===== config.mk =====
export PLATFORM = sky130hd
export DESIGN_NAME = risc_pipe_ctrl_flat
export DESIGN_NICKNAME = d
export VERILOG_FILES = /design/src/rtl/risc_pkg.sv /design/src/rtl/risc_pipe_ctrl_if.sv /design/src/rtl/risc_valid_pipe.sv /design/src/rtl/risc_pipe_ctrl.sv /design/src/flat_wrapper.sv
export SDC_FILE = /design/constraint.sdc
export NUM_CORES = 1
export LEC_CHECK = 0
export ABC_AREA = 0
export CORE_MARGIN = 3
export CORE_UTILIZATION = 45
export CTS_BUF_LIST = sky130_fd_sc_hd__clkbuf_16
export DETAILED_ROUTE_END_ITERATION = 8
export PLACE_DENSITY = 0.93
export SYNTH_ARGS = -nofsm -noshare
export SYNTH_HDL_FRONTEND = slang
export SYNTH_SLANG_ARGS = --single-unit

===== constraint.sdc =====
create_clock -name clk -period 2.82 [get_ports clk]
set_input_delay 0.423 -clock clk [delete_from_list [all_inputs] [get_ports clk]]
set_output_delay 0.423 -clock clk [all_outputs]
set_load 0.05 [all_outputs]

===== src/rtl/risc_pkg.sv =====
`default_nettype none
// ============================================================================
// Package : risc_pkg
// Purpose : Shared state encodings and default sizes for the RISC pipeline
//           sequencer (risc_pipe_ctrl) and its valid-bit shifter.
// Contents: state_t (ST_CLR/ST_HALT/ST_RUN/ST_DRAIN), PC_W/DEPTH/RF_CLR_CYC
//           defaults.
// Revision: 1.0 - initial release
// ============================================================================
package risc_pkg;

  localparam int PC_W_DEF       = 2;
  localparam int DEPTH_DEF      = 4;
  localparam int RF_CLR_CYC_DEF = 2;

  typedef enum logic [1:0] {
    ST_CLR   = 2'd0,
    ST_HALT  = 2'd1,
    ST_RUN   = 2'd2,
    ST_DRAIN = 2'd3
  } state_t;

endpackage : risc_pkg
`default_nettype wire


===== src/rtl/risc_pipe_ctrl_if.sv =====
`default_nettype none
// ============================================================================
// Interface: risc_pipe_ctrl_if
// Purpose  : Bundles the control inputs and sequencing outputs exchanged
//            between risc_pipe_ctrl and the RISC datapath.
// Modports : master - the sequencer (reads commands/hazards, drives PC,
//                     enables, valid bits and state)
//            slave  - the datapath / environment side
// Revision : 1.0 - initial release
// ============================================================================
interface risc_pipe_ctrl_if #(
  parameter int PC_W  = risc_pkg::PC_W_DEF,
  parameter int DEPTH = risc_pkg::DEPTH_DEF
);

  // commands and hazards
  logic              run;
  logic              step;
  logic              halt_req;
  logic              stall_req;
  logic              br_taken;
  logic [PC_W-1:0]   br_target;
  logic              wb_wr;

  // sequencing outputs
  logic [PC_W-1:0]   pc_out;
  logic              im_cs;
  logic              if_id_en;
  logic              id_exe_bubble;
  logic              flush;
  logic              rf_we;
  logic              rf_reset;
  logic [DEPTH-1:0]  valid_vec;
  risc_pkg::state_t  state;

  modport master (
    input  run, step, halt_req, stall_req, br_taken, br_target, wb_wr,
    output pc_out, im_cs, if_id_en, id_exe_bubble, flush, rf_we, rf_reset,
           valid_vec, state
  );

  modport slave (
    output run, step, halt_req, stall_req, br_taken, br_target, wb_wr,
    input  pc_out, im_cs, if_id_en, id_exe_bubble, flush, rf_we, rf_reset,
           valid_vec, state
  );

endinterface : risc_pipe_ctrl_if
`default_nettype wire


===== src/rtl/risc_valid_pipe.sv =====
`default_nettype none
// ============================================================================
// Module  : risc_valid_pipe
// Purpose : DEPTH-bit per-stage valid shifter. valid[0] is IF/ID, valid[DEPTH-1]
//           is WB. Each cycle bits move one stage older.
// Ports   : clk, reset_n (async active-low)
//           shift_in - value entering IF/ID on a fetch
//           hold_if  - keep IF/ID (decode stall)
//           bubble   - force 0 into ID/EXE
//           flush    - squash IF/ID and ID/EXE (overrides hold_if/bubble)
//           valid    - registered valid bits
// Revision: 1.0 - initial release
// ============================================================================
module risc_valid_pipe
  import risc_pkg::*;
#(
  parameter int DEPTH = DEPTH_DEF
) (
  input  wire logic             clk,
  input  wire logic             reset_n,
  input  wire logic             shift_in,
  input  wire logic             hold_if,
  input  wire logic             bubble,
  input  wire logic             flush,
  output      logic [DEPTH-1:0] valid
);

  logic [DEPTH-1:0] r_valid;
  logic [DEPTH-1:0] w_nxt;

  assign w_nxt[0] = flush ? 1'b0 : (hold_if ? r_valid[0] : shift_in);
  assign w_nxt[1] = (flush | bubble) ? 1'b0 : r_valid[0];

  // Stages older than ID/EXE always advance; hazards never touch them.
  generate
    for (genvar k = 2; k < DEPTH; k++) begin : g_shift
      assign w_nxt[k] = r_valid[k-1];
    end
  endgenerate

  always_ff @(posedge clk or negedge reset_n) begin
    if (!reset_n) begin
      r_valid <= '0;
    end else begin
      r_valid <= w_nxt;
    end
  end

  assign valid = r_valid;

endmodule : risc_valid_pipe
`default_nettype wire


===== src/rtl/risc_pipe_ctrl.sv =====
`default_nettype none
// ============================================================================
// Module  : risc_pipe_ctrl
// Purpose : Sequencer for the 4-stage RISC pipeline. Generates the fetch PC,
//           instruction-memory select, register-file clear and write enable;
//           applies decode stalls and branch flushes; run/halt/step control.
// Ports   : clk      - rising-edge clock
//           reset_n  - asynchronous active-low reset
//           bus      - risc_pipe_ctrl_if.master (commands in, control out)
// Revision: 1.0 - initial release
// ============================================================================
module risc_pipe_ctrl
  import risc_pkg::*;
#(
  parameter int PC_W       = PC_W_DEF,
  parameter int DEPTH      = DEPTH_DEF,
  parameter int RF_CLR_CYC = RF_CLR_CYC_DEF
) (
  input  wire logic          clk,
  input  wire logic          reset_n,
  risc_pipe_ctrl_if.master   bus
);

  localparam int              CNT_W      = (RF_CLR_CYC > 1) ? $clog2(RF_CLR_CYC) : 1;
  localparam logic [CNT_W-1:0] C_CLR_LAST = CNT_W'(RF_CLR_CYC - 1);

  state_t            r_state;
  logic [PC_W-1:0]   r_pc;
  logic              r_rf_reset;
  logic [CNT_W-1:0]  r_clr_cnt;

  state_t            w_state_nxt;
  logic [PC_W-1:0]   w_pc_nxt;
  logic              w_im_cs;
  logic              w_if_id_en;
  logic              w_bubble;
  logic              w_flush;
  logic              w_shift_in;
  logic              w_hold_if;
  logic [DEPTH-1:0]  w_valid;

  // --------------------------------------------------------------------------
  // State / PC / clear-counter registers
  // --------------------------------------------------------------------------
  always_ff @(posedge clk or negedge reset_n) begin
    if (!reset_n) begin
      r_state    <= ST_CLR;
      r_pc       <= '0;
      r_rf_reset <= 1'b1;
      r_clr_cnt  <= '0;
    end else begin
      r_state <= w_state_nxt;
      r_pc    <= w_pc_nxt;
      if (r_state == ST_CLR) begin
        r_clr_cnt  <= r_clr_cnt + 1'b1;
        // Drop the clear on the same edge that leaves CLR.
        r_rf_reset <= (r_clr_cnt != C_CLR_LAST);
      end else begin
        r_rf_reset <= 1'b0;
      end
    end
  end

  // --------------------------------------------------------------------------
  // Next-state and per-cycle control
  // --------------------------------------------------------------------------
  always_comb begin
    w_state_nxt = r_state;
    w_pc_nxt    = r_pc;
    w_im_cs     = 1'b0;
    w_if_id_en  = 1'b0;
    w_bubble    = 1'b0;
    w_flush     = 1'b0;
    w_shift_in  = 1'b0;
    w_hold_if   = 1'b0;

    case (r_state)
      ST_CLR: begin
        if (r_clr_cnt == C_CLR_LAST) w_state_nxt = ST_HALT;
      end

      ST_HALT: begin
        if (bus.run) begin
          w_state_nxt = ST_RUN;
        end else if (bus.step) begin
          // Single step: this cycle fetches, then the pipe drains.
          w_im_cs     = 1'b1;
          w_if_id_en  = 1'b1;
          w_shift_in  = 1'b1;
          w_pc_nxt    = r_pc + 1'b1;
          w_state_nxt = ST_DRAIN;
        end
      end

      ST_RUN: begin
        if (bus.br_taken) begin
          // Redirect; the simultaneous stall (if any) is dropped.
          w_flush  = 1'b1;
          w_pc_nxt = bus.br_target;
        end else if (bus.stall_req) begin
          // Re-fetch the same address while IF/ID holds.
          w_im_cs   = 1'b1;
          w_bubble  = 1'b1;
          w_hold_if = 1'b1;
        end else begin
          w_im_cs    = 1'b1;
          w_if_id_en = 1'b1;
          w_shift_in = 1'b1;
          w_pc_nxt   = r_pc + 1'b1;
        end
        if (bus.halt_req) w_state_nxt = ST_DRAIN;
      end

      ST_DRAIN: begin
        // No fetches; hazards still act on the instructions in flight.
        if (bus.br_taken) begin
          w_flush = 1'b1;
        end else if (bus.stall_req) begin
          w_bubble  = 1'b1;
          w_hold_if = 1'b1;
        end
        if (w_valid == '0) w_state_nxt = ST_HALT;
      end

      default: w_state_nxt = ST_CLR;
    endcase
  end

  risc_valid_pipe #(
    .DEPTH (DEPTH)
  ) u_valid_pipe (
    .clk      (clk),
    .reset_n  (reset_n),
    .shift_in (w_shift_in),
    .hold_if  (w_hold_if),
    .bubble   (w_bubble),
    .flush    (w_flush),
    .valid    (w_valid)
  );

  // --------------------------------------------------------------------------
  // Outputs
  // --------------------------------------------------------------------------
  assign bus.pc_out        = r_pc;
  assign bus.im_cs         = w_im_cs;
  assign bus.if_id_en      = w_if_id_en;
  assign bus.id_exe_bubble = w_bubble;
  assign bus.flush         = w_flush;
  // Only a genuine instruction reaching WB may write; bubbles carry valid=0.
  assign bus.rf_we         = (r_state != ST_CLR) & w_valid[DEPTH-1] & bus.wb_wr;
  assign bus.rf_reset      = r_rf_reset;
  assign bus.valid_vec     = w_valid;
  assign bus.state         = r_state;

endmodule : risc_pipe_ctrl
`default_nettype wire


===== src/flat_wrapper.sv =====
// flat-port wrapper written by rule: the top's interface ports become plain ports
module risc_pipe_ctrl_flat import risc_pkg::*;
#(
  parameter int PC_W       = PC_W_DEF,
  parameter int DEPTH      = DEPTH_DEF,
  parameter int RF_CLR_CYC = RF_CLR_CYC_DEF
)
  (clk, reset_n, bus_run, bus_step, bus_halt_req, bus_stall_req, bus_br_taken, bus_br_target, bus_wb_wr, bus_pc_out, bus_im_cs, bus_if_id_en, bus_id_exe_bubble, bus_flush, bus_rf_we, bus_rf_reset, bus_valid_vec, bus_state);
  risc_pipe_ctrl_if #(.PC_W(PC_W), .DEPTH(DEPTH)) bus_i ();
  input  wire logic clk;
  input  wire logic reset_n;
  input wire logic [$bits(bus_i.run)-1:0] bus_run;
  input wire logic [$bits(bus_i.step)-1:0] bus_step;
  input wire logic [$bits(bus_i.halt_req)-1:0] bus_halt_req;
  input wire logic [$bits(bus_i.stall_req)-1:0] bus_stall_req;
  input wire logic [$bits(bus_i.br_taken)-1:0] bus_br_taken;
  input wire logic [$bits(bus_i.br_target)-1:0] bus_br_target;
  input wire logic [$bits(bus_i.wb_wr)-1:0] bus_wb_wr;
  output wire logic [$bits(bus_i.pc_out)-1:0] bus_pc_out;
  output wire logic [$bits(bus_i.im_cs)-1:0] bus_im_cs;
  output wire logic [$bits(bus_i.if_id_en)-1:0] bus_if_id_en;
  output wire logic [$bits(bus_i.id_exe_bubble)-1:0] bus_id_exe_bubble;
  output wire logic [$bits(bus_i.flush)-1:0] bus_flush;
  output wire logic [$bits(bus_i.rf_we)-1:0] bus_rf_we;
  output wire logic [$bits(bus_i.rf_reset)-1:0] bus_rf_reset;
  output wire logic [$bits(bus_i.valid_vec)-1:0] bus_valid_vec;
  output wire logic [$bits(bus_i.state)-1:0] bus_state;
  assign bus_i.run = bus_run;
  assign bus_i.step = bus_step;
  assign bus_i.halt_req = bus_halt_req;
  assign bus_i.stall_req = bus_stall_req;
  assign bus_i.br_taken = bus_br_taken;
  assign bus_i.br_target = bus_br_target;
  assign bus_i.wb_wr = bus_wb_wr;
  assign bus_pc_out = bus_i.pc_out;
  assign bus_im_cs = bus_i.im_cs;
  assign bus_if_id_en = bus_i.if_id_en;
  assign bus_id_exe_bubble = bus_i.id_exe_bubble;
  assign bus_flush = bus_i.flush;
  assign bus_rf_we = bus_i.rf_we;
  assign bus_rf_reset = bus_i.rf_reset;
  assign bus_valid_vec = bus_i.valid_vec;
  assign bus_state = bus_i.state;
  risc_pipe_ctrl #(.PC_W(PC_W), .DEPTH(DEPTH), .RF_CLR_CYC(RF_CLR_CYC)) u_core (.clk(clk), .reset_n(reset_n), .bus(bus_i));
endmodule

# After elaboration in Yosys (flattened, before gate mapping)
# Cells that the tools add are included.
# op_classes
n_addsub	2
n_mux	27
n_eq_ne	11
n_reduce_logical	7
n_bitwise	4
# ops
cell	count
2-bit two-way mux	9
1-bit two-way mux	14
2-bit case mux with 4 select lines	1
4-bit AND reduction	2
2-bit by 1-bit != test with 1-bit output, second input constant	3
2-bit != test, second input constant	3
3-bit != test, second input constant	2
2-bit equality test, second input constant	2
4-bit logical NOT	1
1-bit case mux with 2 select lines	2
2-bit case mux with 2 select lines	1
2-bit nonzero test	2
2-bit by 1-bit adder with 2-bit output, second input constant	1
1-bit AND	2
2-bit by 1-bit equality test with 1-bit output, second input constant	1
2-bit logical NOT	1
2-bit OR reduction	1
1-bit adder, second input constant	1
1-bit inverter	1
1-bit OR	1
# word_totals
register_bits	10

# Logic depth before layout (Yosys ltp)
# logic_depth
ltp_word	5
depth_mapped	5
depth_no_buf	5

# Modules after synthesis
# A second synthesis with hierarchy kept.
# hier_totals
hier_cells	58
area_unflattened_um2	593.1
# modules_own_cells
module	seq_area_each_um2	area_each_um2	cells_each	n_inst
risc_pipe_ctrl	151.4	456.7	49	1
risc_valid_pipe	100.1	136.4	9	1

# Worst setup path before layout
# OpenSTA, ideal clock, no wires.
# synth_timing
path_type	register to output
start	register u_core.r_state[0] (netlist: u_core.bus.state[0])
end	output bus_id_exe_bubble
n_path_buf	0
stages_incl_launch_ff	5
slack_ps	89
arrival_time_ps	2308
t_required_ps	2397
path_cell_list	dfrtp_1 -> inv_1 -> ha_1 -> nor2_1 -> nor3b_1
# synth_between
elab_chain_cells	3
elab_cells_between_ends	4
cone_classes	eq/ne: 2; mux: 1; reduce/logical: 1
# synth_rtl
element	line	rtl
start: declaration	risc_pipe_ctrl.sv:27	state_t r_state;
start signal: assignment	risc_pipe_ctrl.sv:52	r_state <= w_state_nxt;
2-bit equality test	risc_pipe_ctrl.sv:77	case (r_state)
2-bit OR reduction (no line) *	n/a	
1-bit two-way mux *	n/a	
end: declaration	flat_wrapper.sv:22	output wire logic [$bits(bus_i.id_exe_bubble)-1:0] bus_id_exe_bubble;
# Mark *: on every way between the ends. The rest lies on a longest branch, timed or not.

# Worst setup path after layout
# layout_timing
start	register u_core.r_state[0] (netlist: u_core.bus.state[0])
end	output bus_im_cs
# layout_between
elab_chain_cells	2
elab_cells_between_ends	3
cone_classes	eq/ne: 2; mux: 1
# layout_rtl
element	line	rtl
2-bit equality test / 2-bit by 1-bit equality test with 1-bit output (equally long branches)	risc_pipe_ctrl.sv:77	
1-bit case mux with 2 select lines *	risc_pipe_ctrl.sv:77	
end: declaration	flat_wrapper.sv:20	output wire logic [$bits(bus_i.im_cs)-1:0] bus_im_cs;
# Marks and branches as above.

==> qor.csv <==
stage;metric;value;unit
cts;post-cts-setup-buffers;0;
cts;clock_sinks;10;
sta;hold_viol;0;
logic_synthesis;synth_nets;74;
cts;clk_pin_slew;0.04;ns
route;drtIter0Drc;6;
sta;period_needed;2.61;ns
sta;finClkSkew;0.00473;ns
setup_path;cp.arrival;2.19;ns
route;highest_layer;met4;
cts;clockRootBuffer;clkbuf_16;
logic_synthesis;synth_top_family_by_area;simple AND/OR/NAND/NOR gates;
logic_synthesis;synthTopCellsByArea;dfrtp_1 (36%), ha_1 (12%), nor2b_1 (5.0%);
logic_synthesis;synth_cell_type_count;26;
cts;h-tree-depth;1;
route;wl_met1;618;um
floorplan;ios;24;
logic_synthesis;synth_compound_area_frac;0.159;
power_and_ir_drop;p_int;0.674;mW
power_and_ir_drop;seq_power_share;0.212;
logic_synthesis;syn-instance-count;58;
logic_synthesis;synth_sequential_area_ratio;0.404;
power_and_ir_drop;vdd_drop_max;0.768;mV
route;routed-wl-met2;681;um
sta;setup_viol;0;
cells_and_area;drive_gt1_frac;0.120;
route;dr_total_vias;515;
setup_path;r2r-start;u_core.bus.state[0];
logic_synthesis;synth_xor_area_frac;0.0141;
min_path;min_from;u_core.u_valid_pipe.valid[1];
power_and_ir_drop;leakagePower;0.444;nW
floorplan;fp.dieArea;1870;sq um
logic_synthesis;synth.area.mux_share;0.0723;
placed_design;placed_area;851;sq um
sta;final-max-slew-violation-count;0;
global_route;track_usage;0.162;
cells_and_area;syn2layout_area_growth;49.2;%
logic_synthesis;yosysTopAreaCell;dfrtp_1;
route;drcViolationCount;0;
global_route;grt_pass1_vias;531;
cts;clockBufferDepth;2;
route;wire_per_inst;14.2;um
power_and_ir_drop;power.share.clock;0.206;
logic_synthesis;synth_top_area_share;0.361;
route;postRouteAntennaNets;0;
sta;finalCritPeriodShare;0.926;
setup_path;crit_fanout;7;
floorplan;rows;12;
sta;fmax;383;MHz
floorplan;dieWidth;43.2;um
global_route;antenna_found_initial;0;
power_and_ir_drop;p_per_area;1300;nW/um^2
power_and_ir_drop;comb_power_share;0.582;
route;wl_met3;62;um
sta;rsz0062_at_grt;false;
setup_path;critPathLaunchType;flop;
power_and_ir_drop;p_sw_frac;0.442;
placed_design;io_buffer_count;23;
global_route;grt_pass1_wl;2300;um
sta;setup_tns;0;ns
cts;postCtsHoldBufs;0;
cells_and_area;fin_area;930;sq um
sta;tightest_slew;0.507;ns
route;drt-total-wl;1380;um
cells_and_area;nets;100;
setup_path;cp-end-kind;output port;
route;drt_first_pass_iters;3;
setup_path;worstPathRequired;2.40;ns
cts;ctsResizeCount;0;
cells_and_area;diodes;0;
logic_synthesis;synth_fa_ha_area_frac;0.120;
setup_path;worstSetupStartpoint;u_core.bus.state[0];
setup_path;crit_type;reg2out;
cts;insertion_delay;0.23;ns
logic_synthesis;avgSynthCellArea;10.7;sq um
placed_design;gp_congestion;0.865;
logic_synthesis;synth_simple_gate_area_frac;0.183;
route;avgViaCountPerCell;5.31;
global_route;overflow;0;
global_route;grt_max_degree;11;
outcome;outcome;finished clean;
sta;slew_headroom;0.661;
run;maxCapViolCount;0;
logic_synthesis;syn_area;623;sq um
logic_synthesis;ys_seq_elements;10;
floorplan;initial_core_util;0.519;
min_path;min_path_type;reg2reg;
cts;cts_tree;built;
logic_synthesis;yosys_warnings;0;
power_and_ir_drop;p_sw;0.533;mW
floorplan;die_y;43.2;um
cells_and_area;nFillCells;88;
cts;numCtsBuffers;3;
floorplan;coreArea;1200;sq um
placed_design;dp_hpwl;1080;um
registers in the layout, indices dropped and copies added (netlist names):
name / flops
u_core.u_valid_pipe.valid: 4
u_core.bus.pc_out: 2
u_core.bus.state: 2
u_core.bus.rf_reset: 1
u_core.r_clr_cnt: 1
path summary, 6_finish.rpt:
| check | endpoint | slack, ns | cells after the start |
|---|---|---|---|
| worst max-delay path | bus_im_cs | 0.21 | 5 |
| worst min-delay path | u_core.u_valid_pipe.valid[2] | 0.41 | 0 |
| worst max register to register | u_core.bus.state[1] | 1.04 | 5 |
| worst min register to register | u_core.u_valid_pipe.valid[2] | 0.41 | 0 |
| max in group asynchronous | u_core.bus.rf_reset | 1.98 | 1 |
| min in group asynchronous | u_core.bus.state[0] | 0.50 | 1 |
placed cells by master (no fill, tap or decap), types with 3 or more instances in the layout:
cell type / count
clkbuf_16: 3
clkdlybuf4s50_1: 21
dfrtp_1: 9
ha_1: 6
inv_1: 5
mux2i_1: 3
nor2_1: 4
nor2b_1: 5
nor3b_1: 3
power by group through the flow:
stage	Clock [mW]	Sequential, mW	Combinational (mW)
after floorplan	0	0.382	0.382
after global placement	0	0.252	0.689
after detailed placement	0	0.258	0.703
after CTS	0.251	0.256	0.707
after global routing	0.262	0.264	0.746
final	0.249	0.255	0.702
worst max-delay path, cell delays in order (launching register included):
cell             delay, ns
dfrtp_1               0.43
inv_1                 0.14
ha_1                  0.29
nor2b_1               0.17
o21a_1                0.12
clkdlybuf4s50_1       0.80
layer usage:
metal | vias to the layer above | GRT usage
met5 | - | 0
met3 | 2 | 0.0169
met1 | 242 | 0.184
met4 | 0 | 0.0723
li1 | 253 | -
met2 | 18 | 0.295
final cells by class:
class | instances | area [sq um] | share of cell area
Tap cell | 14 | 17.5 | 0.0188
Sequential cell | 10 | 251 | 0.271
Inverter | 4 | 15.0 | 0.0162
Clock inverter | 1 | 3.75 | 0.00404
Clock buffer | 3 | 75.1 | 0.0808
Timing Repair Buffer | 23 | 225 | 0.242
Multi-Input combinational cell | 42 | 342 | 0.367
synth_stat cells:
| library cell | count |
|---|---|
| mux2_4 | 1 |
| dfrtp_1 | 9 |
| a22o_2 | 1 |
| nand2b_1 | 1 |
| mux2i_1 | 3 |
| o21ai_0 | 1 |
| nor2b_1 | 5 |
| nand2_1 | 2 |
| xor2_1 | 1 |
| a31oi_1 | 1 |
| o41a_1 | 1 |
| nor3b_1 | 3 |
| inv_1 | 4 |
| and3_1 | 1 |
| a211o_1 | 1 |
| o22ai_1 | 2 |
| o21a_1 | 2 |
| a221oi_1 | 1 |
| and2_2 | 1 |
| a2111o_1 | 1 |
| and3b_1 | 2 |
| nor2_1 | 4 |
| ha_1 | 6 |
| buf_4 | 2 |
| a21bo_2 | 1 |
| dfstp_2 | 1 |
metrics by stage:
step | worst slack, ns | instances | utilization | hold slack [ns] | power [mW]
final | 0.208 | 97 | 0.774 | 0.407 | 1.21
after global routing | 0.0745 | 97 | 0.774 | 0.430 | 1.27
after CTS | 0.205 | 97 | 0.774 | 0.408 | 1.21
after detailed placement | 0.347 | 93 | 0.708 | 0.399 | 0.961
after global placement | 0.371 | 93 | 0.708 | 0.387 | 0.940
after floorplan | 0.0891 | 58 | - | 0.127 | 0.764
cell families (layout without fill, tap and decap cells):
kind of cell	after synthesis	after routing
AO/OA/AOI/OAI	12	12
XOR/XNOR	1	1
adder cells (fa/ha/maj)	6	6
buffers and inverters	6	31
flip-flops	10	10
multiplexers	4	4
AND/OR/NAND/NOR	19	19
(Power assumes the default switching activity.)
